[src/rtl/pwl_pkg.sv]
// Shared definitions for the piecewise-linear evaluator: table-select codes,
// default widths and the saturating reducer used by the output stage.
package pwl_pkg;

    localparam int PWL_DATA_W = 32;
    localparam int PWL_FRAC_W = 16;
    localparam int SAT_MAXW   = 128;

    typedef enum logic [1:0] {
        CFG_BP  = 2'd0,
        CFG_M   = 2'd1,
        CFG_C   = 2'd2,
        CFG_RSV = 2'd3
    } cfg_sel_e;

    // Clamp a signed value into the range of a signed 'width'-bit number.
    // The result stays sign-extended in the wide container.
    function automatic logic signed [SAT_MAXW-1:0] sat_trunc(
        input logic signed [SAT_MAXW-1:0] value,
        input int                         width
    );
        logic signed [SAT_MAXW-1:0] v_hi;
        logic signed [SAT_MAXW-1:0] v_lo;
        v_hi = (SAT_MAXW'(1) <<< (width - 1)) - SAT_MAXW'(1);
        v_lo = ~v_hi;
        if (value > v_hi) begin
            return v_hi;
        end else if (value < v_lo) begin
            return v_lo;
        end
        return value;
    endfunction

endpackage

[src/rtl/pwl_seg_index.sv]
// Segment classifier: thermometer compare of x against every breakpoint,
// then a popcount of the breakpoints that x reaches or exceeds.
module pwl_seg_index #(
    parameter int SEG    = 5,
    parameter int DATA_W = 32,
    parameter int IDX_W  = $clog2(SEG)
) (
    input  logic signed [DATA_W-1:0]     i_x,
    input  logic [SEG-2:0][DATA_W-1:0]   i_bp,
    output logic [IDX_W-1:0]             o_seg
);

    logic [SEG-2:0] w_therm;

    genvar gi;
    generate
        for (gi = 0; gi < SEG - 1; gi++) begin : g_cmp
            assign w_therm[gi] = (i_x >= $signed(i_bp[gi]));
        end
    endgenerate

    // A count rather than a priority encode keeps non-ascending tables well defined.
    always_comb begin
        o_seg = '0;
        for (int k = 0; k < SEG - 1; k++) begin
            o_seg = o_seg + IDX_W'(w_therm[k]);
        end
    end

endmodule

[src/rtl/pwl_eval_pipe.sv]
// Three-stage y = m[seg]*x + c[seg] evaluator with a writable coefficient table.
// Define PWL_SAT_EN for saturating arithmetic; otherwise the result wraps.
module pwl_eval_pipe
    import pwl_pkg::*;
#(
    parameter int DATA_W = PWL_DATA_W,
    parameter int FRAC_W = PWL_FRAC_W,
    parameter int SEG    = 5,
    parameter int IDX_W  = $clog2(SEG)
) (
    input  logic              clk,
    input  logic              rst,
    input  logic              in_valid,
    output logic              in_ready,
    input  logic [DATA_W-1:0] in_data,
    output logic              out_valid,
    input  logic              out_ready,
    output logic [DATA_W-1:0] out_data,
    output logic [IDX_W-1:0]  out_seg,
    input  logic              cfg_we,
    input  logic [1:0]        cfg_sel,
    input  logic [3:0]        cfg_addr,
    input  logic [DATA_W-1:0] cfg_wdata
);

    logic [DATA_W-1:0]          r_bp [SEG-1];
    logic [DATA_W-1:0]          r_m  [SEG];
    logic [DATA_W-1:0]          r_c  [SEG];
    logic [SEG-2:0][DATA_W-1:0] w_bp;
    cfg_sel_e                   w_sel;
    logic [IDX_W-1:0]           w_seg;
    logic                       w_en;

    logic                       r_v1, r_v2, r_v3;
    logic [DATA_W-1:0]          r_x1, r_m1, r_c1;
    logic [IDX_W-1:0]           r_seg1, r_seg2, r_seg3;
    logic signed [2*DATA_W-1:0] r_p2;
    logic signed [DATA_W-1:0]   r_c2;
    logic [DATA_W-1:0]          r_out;

    logic signed [2*DATA_W-1:0] w_xe, w_me, w_prod, w_shift;
    logic [DATA_W-1:0]          w_res;
    logic                       w_unused;

    assign w_sel = cfg_sel_e'(cfg_sel);

    // Table writes land on the same edge that captures a sample, so that
    // sample still sees the old coefficients.
    always_ff @(posedge clk or posedge rst) begin
        if (rst) begin
            for (int k = 0; k < SEG - 1; k++) r_bp[k] <= '0;
            for (int k = 0; k < SEG; k++) begin
                r_m[k] <= '0;
                r_c[k] <= '0;
            end
        end else if (cfg_we) begin
            for (int k = 0; k < SEG - 1; k++) begin
                if (w_sel == CFG_BP && cfg_addr == 4'(k)) r_bp[k] <= cfg_wdata;
            end
            for (int k = 0; k < SEG; k++) begin
                if (w_sel == CFG_M && cfg_addr == 4'(k)) r_m[k] <= cfg_wdata;
                if (w_sel == CFG_C && cfg_addr == 4'(k)) r_c[k] <= cfg_wdata;
            end
        end
    end

    genvar gi;
    generate
        for (gi = 0; gi < SEG - 1; gi++) begin : g_bp
            assign w_bp[gi] = r_bp[gi];
        end
    endgenerate

    pwl_seg_index #(
        .SEG    (SEG),
        .DATA_W (DATA_W),
        .IDX_W  (IDX_W)
    ) u_seg_index (
        .i_x   (in_data),
        .i_bp  (w_bp),
        .o_seg (w_seg)
    );

    // One advance enable for the whole pipe: a stalled output freezes every stage.
    assign w_en     = !r_v3 || out_ready;
    assign in_ready = w_en;

    assign w_xe    = {{DATA_W{r_x1[DATA_W-1]}}, r_x1};
    assign w_me    = {{DATA_W{r_m1[DATA_W-1]}}, r_m1};
    assign w_prod  = w_xe * w_me;
    assign w_shift = r_p2 >>> FRAC_W;

`ifdef PWL_SAT_EN
    logic signed [SAT_MAXW-1:0] w_red, w_sum, w_sat;
    assign w_red    = sat_trunc(SAT_MAXW'(w_shift), DATA_W + 1);
    assign w_sum    = w_red + SAT_MAXW'(r_c2);
    assign w_sat    = sat_trunc(w_sum, DATA_W);
    assign w_res    = w_sat[DATA_W-1:0];
    assign w_unused = ^w_sat[SAT_MAXW-1:DATA_W];
`else
    logic [DATA_W:0] w_sum;
    assign w_sum    = w_shift[DATA_W:0] + {r_c2[DATA_W-1], r_c2};
    assign w_res    = w_sum[DATA_W-1:0];
    assign w_unused = ^{w_shift[2*DATA_W-1:DATA_W+1], w_sum[DATA_W]};
`endif

    always_ff @(posedge clk or posedge rst) begin
        if (rst) begin
            r_v1   <= 1'b0;
            r_v2   <= 1'b0;
            r_v3   <= 1'b0;
            r_x1   <= '0;
            r_m1   <= '0;
            r_c1   <= '0;
            r_seg1 <= '0;
            r_p2   <= '0;
            r_c2   <= '0;
            r_seg2 <= '0;
            r_out  <= '0;
            r_seg3 <= '0;
        end else if (w_en) begin
            r_v1 <= in_valid;
            r_v2 <= r_v1;
            r_v3 <= r_v2;
            if (in_valid) begin
                r_x1   <= in_data;
                r_seg1 <= w_seg;
                r_m1   <= r_m[w_seg];
                r_c1   <= r_c[w_seg];
            end
            if (r_v1) begin
                r_p2   <= w_prod;
                r_c2   <= r_c1;
                r_seg2 <= r_seg1;
            end
            if (r_v2) begin
                r_out  <= w_res;
                r_seg3 <= r_seg2;
            end
        end
    end

    assign out_valid = r_v3;
    assign out_data  = r_out;
    assign out_seg   = r_seg3;

endmodule
[config.mk]
export PLATFORM = sky130hd
export DESIGN_NAME = pwl_eval_pipe
export DESIGN_NICKNAME = d
export VERILOG_FILES = /design/src/rtl/pwl_pkg.sv /design/src/rtl/pwl_seg_index.sv /design/src/rtl/pwl_eval_pipe.sv
export SDC_FILE = /design/constraint.sdc
export NUM_CORES = 2
export LEC_CHECK = 0
export ABC_AREA = 1
export ABC_CLOCK_PERIOD_IN_PS = 32600
export CORE_ASPECT_RATIO = 0.6
export CORE_MARGIN = 1
export CORE_UTILIZATION = 58
export DETAILED_ROUTE_END_ITERATION = 10
export GPL_TIMING_DRIVEN = 0
export PLACE_DENSITY = 0.75
export SETUP_SLACK_MARGIN = 0.5
export SKIP_CTS_REPAIR_TIMING = 1
export SYNTH_ARGS = -nofsm -noshare
export SYNTH_HDL_FRONTEND = slang
export SYNTH_SLANG_ARGS = --single-unit
[constraint.sdc]
create_clock -name clk -period 32.6 [get_ports clk]
set_input_delay 6.52 -clock clk [delete_from_list [all_inputs] [get_ports clk]]
set_output_delay 6.52 -clock clk [all_outputs]
set_load 0.05 [all_outputs]
# Yosys cells after proc, flatten, opt, wreduce, memory -nomap -nowiden
# Cells that the tools add are included.
[totals] register_bits=668 input_bits=75 output_inout_bits=37
[classes] addsub=4 n_mul=1 magnitude_cmp=5 n_eq_ne=6 n_mux=6 n_bitwise=1 reduce_logical=35
[op_table] operator="binary-select mux 32 bit (select 3 bit)" n=2
[op_table] operator="greater-or-equal comparator 32 bit" n=4
[op_table] operator="2-to-1 mux 32 bit" n=4
[op_table] operator="multiplier 32 x 32 -> 48 bit" n=1
[op_table] operator="AND reduction 2 bit" n=17
[op_table] operator="adder 32 bit" n=1
[op_table] operator="logical AND 1 bit" n=14
[op_table] operator="equality test 4 x 2 -> 1 bit, second input constant" n=2
[op_table] operator="adder 3 x 1 -> 3 bit" n=2
[op_table] operator="equality test 4 x 1 -> 1 bit, second input constant" n=1
[op_table] operator="equality test 4 x 3 -> 1 bit, second input constant" n=1
[op_table] operator="greater-or-equal comparator 4 bit, second input constant" n=1
[op_table] operator="logical NOT 4 bit" n=1
[op_table] operator="inverter 3 -> 4 bit" n=1
[op_table] operator="adder 1 x 1 -> 2 bit" n=1
[op_table] operator="equality test 2 x 1 -> 1 bit, second input constant" n=1
[op_table] operator="equality test 2 bit, second input constant" n=1
[op_table] operator="logical NOT 2 bit" n=1
[op_table] operator="logical NOT 1 bit" n=1
[op_table] operator="logical OR 1 bit" n=1

# Longest topological paths before layout
[logic_depth] ltp_word=8 mapped_depth=37

# Cells and area by module
# From an unflattened synthesis, not the netlist that was laid out.
[unflattened] hier_cells=7602 hier_area_um2=61278.8
[by_module_without_submodules] mod="pwl_eval_pipe" instances=1 cells_per_inst=7022 area_each_um2=57747.9
[by_module_without_submodules] mod="pwl_seg_index" instances=1 cells_per_inst=580 area_each_um2=3530.9

# Worst setup path before layout
# OpenSTA, ideal clock, no wires.
[synth_path] kind="input -> output" startpoint="input out_ready" endpoint="output in_ready" arrival_ns=6.918 required_ns=26.080 setup_slack_ns=19.162 cell_stages=2 path_cell_list="nor2_1 inv_1"
[synth_between] elab_chain_len=1
[synth_lines] item="from (decl)" line="pwl_eval_pipe.sv:17" text="input logic out_ready,"
[synth_lines] item="logical OR 1 bit" line="pwl_eval_pipe.sv:85" text="assign w_en = !r_v3 || out_ready;"
[synth_lines] item="to (decl)" line="pwl_eval_pipe.sv:14" text="output logic in_ready,"
# No other way between the ends.

# Worst setup path after layout
# Same ends and word-level chain as after synthesis.

==> impl_results.md <==
* Status: finished, violations left
* Failing checks: max-capacitance violations, max-slew violations
* Reg2Reg Depth at 25
* Initial antenna violation count at 10
* Initial DRC Count at 8,785
* Detail Route Antenna Nets at 0
* Hold path cells at 2
* Largest family of logic cells by synthesized area: adder cells
* Vias per std cell at 5.97
* P&R area growth vs syn at 7.84%
* CP Class: primary input to output port
* Die height at 254 um
* Finish-stage setup viols at 0
* CTS tree: done
* Most frequent cells in the layout: nand2_1, inv_1, fa_1, o21ai_0, dfrtp_1
* Post-synth ARST share at 100%
* Nets at 8,995
* Port Buf Inserts at 111
* DP HPWL at 190,000 um
* Crit path depth at 4
* Hold_sp: out_data[0]
* Max_cap viols at 4
* CP Data Required Time at 26,080 ps
* CP Max Fanout at 5
* WL final at 234,000 um
* Clock slew at the register clock pins of the worst setup and hold paths at 70 ps
* Die area at 0.107 mm2
* Routability cong. at 1.13
* Critical-path top delay cell: clkdlybuf4s50_1
* Row cnt at 91
* CP most frequent cell: clkdlybuf4s50_1
* Root Driver: clkbuf_16
* Syn nets at 8,825
* Pin count of the biggest net entering global routing at 134
* Starting density of the core at 59.1%
* Crit start category: primary input
* Post-Synth XOR/XNOR Area at 0.300%
* Commonest non-fill, non-tap cell in the layout: nand2_1
* FF-to-FF setup slack at 22,820 ps
* CP arrival at 8320 ps
* CTS Sinks at 652
* CTS Buf Count at 52
* Synth Area in Adders at 34.0%
* First-pass GRT wire length at 343,000 um
* Wire per inst at 25.4 um
* Via count at 54,919
* Worst path buffer plus inverter count at 3
* Final hold violation count at 0
* Minimum clock period at 14,840 ps
* Fmax at 67.4 MHz
* Slew Viols, Final at 43
* Synth Area in Simple Gates at 16.5%
* Io pins at 112
* Clk_skew at 24.2 ps
* Rel. slew slack at -2.34%
* Synth Area in Compound Gates at 9.97%
* CORE AREA at 0.104 mm2
* Yosys cell types at 52
* Worst Setup SP: out_ready
* Netlist Area Pre-Place at 0.0613 mm2
* Critical Path Sink: in_ready
* Ys Warns at 0
* Worst r2r dst: r_p2[38]
* Mux share of post-synthesis cell area at 0%
* Die width at 422 um
* Crit share post-route at 45.5%
* Worst Hold Class: register to register
* Vias in the first global route at 52,435
* DRT Pass-1 Iters at 7
* Gr usage total at 44.2%
* Overflow after GRT at 0
* Setup Total Neg Slack at 0 ps
* Worst path cell trace: clkdlybuf4s50_1, nor2_1, inv_1, clkdlybuf4s50_1
* Register area share after synthesis at 26.6%
* Share of cells above drive strength 1 at 2.21%
* Worst flop-to-flop path startpoint: r_x1[19]
* Residual DRC at 0
* CP delay by family, top: buffers and inverters
* Post-synthesis cell count at 7,586
* CP max stage delay at 770 ps
* Skew-Pair Late Insertion Delay at 620 ps
* Flops & latches, synth at 652
* Clock buffer depth at 3
* Top_reg_cell synth: dfrtp_1
* Avg Inst Size Synth at 8.08 um2
* Worst-Margin Slew at 1540 ps
* Worst Setup End Kind: output port
* H-tree Lvls at 2
* RSZ-0062 raised after global routing: no
* Post-synth EDFFs at 0
[sequential cells by signal, summed over array words and instances, names as in the netlist]
signal,flops
out_data,32
out_seg,3
out_valid,1
r_bp,128
r_c,160
r_c1,32
r_c2,32
r_m,160
r_m1,32
r_p2,32
r_seg1,3
r_seg2,3
r_v1,1
r_v2,1
r_x1,32
[tightest hold or removal path, stage by stage, from the launching register on]
cell and delay [ps]:
dfrtp_1 340, nand2_1 60, nand2_1 50
[cells in the mapped netlist, types with 3 or more instances]
| master | instances | area [um2] |
|---|---|---|
| nor3_1 | 20 | 100 |
| a211oi_1 | 3 | 22.5 |
| ha_1 | 324 | 4050 |
| a31oi_1 | 38 | 238 |
| o22ai_1 | 32 | 200 |
| nand2_1 | 2057 | 7720 |
| o211ai_1 | 10 | 75.1 |
| a21boi_0 | 4 | 30.0 |
| inv_2 | 6 | 22.5 |
| a21o_1 | 5 | 37.5 |
| o21ai_0 | 743 | 3720 |
| nand3b_1 | 9 | 67.6 |
| o21a_1 | 9 | 67.6 |
| nand2_2 | 15 | 93.8 |
| xor2_1 | 11 | 96.3 |
| nor4_1 | 10 | 62.6 |
| dfrtp_1 | 652 | 16300 |
| nor3_2 | 3 | 30.0 |
| and3_1 | 4 | 25.0 |
| inv_1 | 1616 | 6070 |
| nand4_1 | 29 | 181 |
| o221ai_1 | 4 | 35.0 |
| fa_1 | 840 | 16800 |
| or2_2 | 5 | 31.3 |
| nor2_1 | 278 | 1040 |
| buf_2 | 44 | 220 |
| a22oi_1 | 61 | 458 |
| xnor2_1 | 10 | 87.6 |
| o21ai_1 | 33 | 165 |
| nand3_1 | 126 | 631 |
| clkbuf_1 | 335 | 1260 |
| buf_1 | 32 | 120 |
| a21oi_1 | 184 | 921 |
| o21bai_1 | 6 | 45.0 |
[layout make-up]
cell class / count / area [um2]
sequential: 652 / 16300
multi-input combinational: 4898 / 37300
tap: 1395 / 1750
antenna: 5 / 12.5
clock buffer: 78 / 1530
inverter: 1623 / 6100
timing repair buffer: 116 / 1250
clock inverter: 14 / 262
fill: 8998 / 37600
buffer: 413 / 1610
[per-stage QoR]
stage | instance area, um2 | hold WS, ps | setup WS (ps) | cells | util [%]
5_1_grt | 66100 | 495 | 17700 | 9190 | 63.7
6_report | 66100 | 475 | 17760 | 9194 | 63.7
3_3_place_gp | 64200 | 454 | 255 | 9092 | 61.8
2_1_floorplan | 61300 | 432 | 7810 | 7586 | -
3_5_place_dp | 64300 | 462 | 17790 | 9097 | 62.0
4_1_cts | 66100 | 478 | 17780 | 9189 | 63.7
[layer usage]
layer	up-vias	GRT usage (%)	share of wire [%]
li1	23153	-	-
met2	4367	53.6	35
met1	26849	65.6	41
met5	-	2.07	0.15
met4	10	10.9	3.1
met3	540	25.2	20
[logic make-up (layout without fill, tap and decap cells)]
group                      after synthesis  in the layout
DFF                                    652            652
adders and majority gates             1164           1164
AOI/OAI and AO/OA                     1143           1143
other                                    0              5
buffers and inverters                 2036           2244
xor gates and xnor gates                21             21
and+or+nand+nor                       2570           2570
[worst min-delay path by stage]
stage / endpoint / slack, ps
detailed placement: out_data[0] / 460
CTS: out_data[0] / 480
floorplan: out_valid / 430
finish: out_data[0] / 480
global route: r_c[40] / 500
global placement: out_data[0] / 450
Power is not shown: default switching activity piles up to over one toggle a cycle in this logic, so the estimate is an artifact.
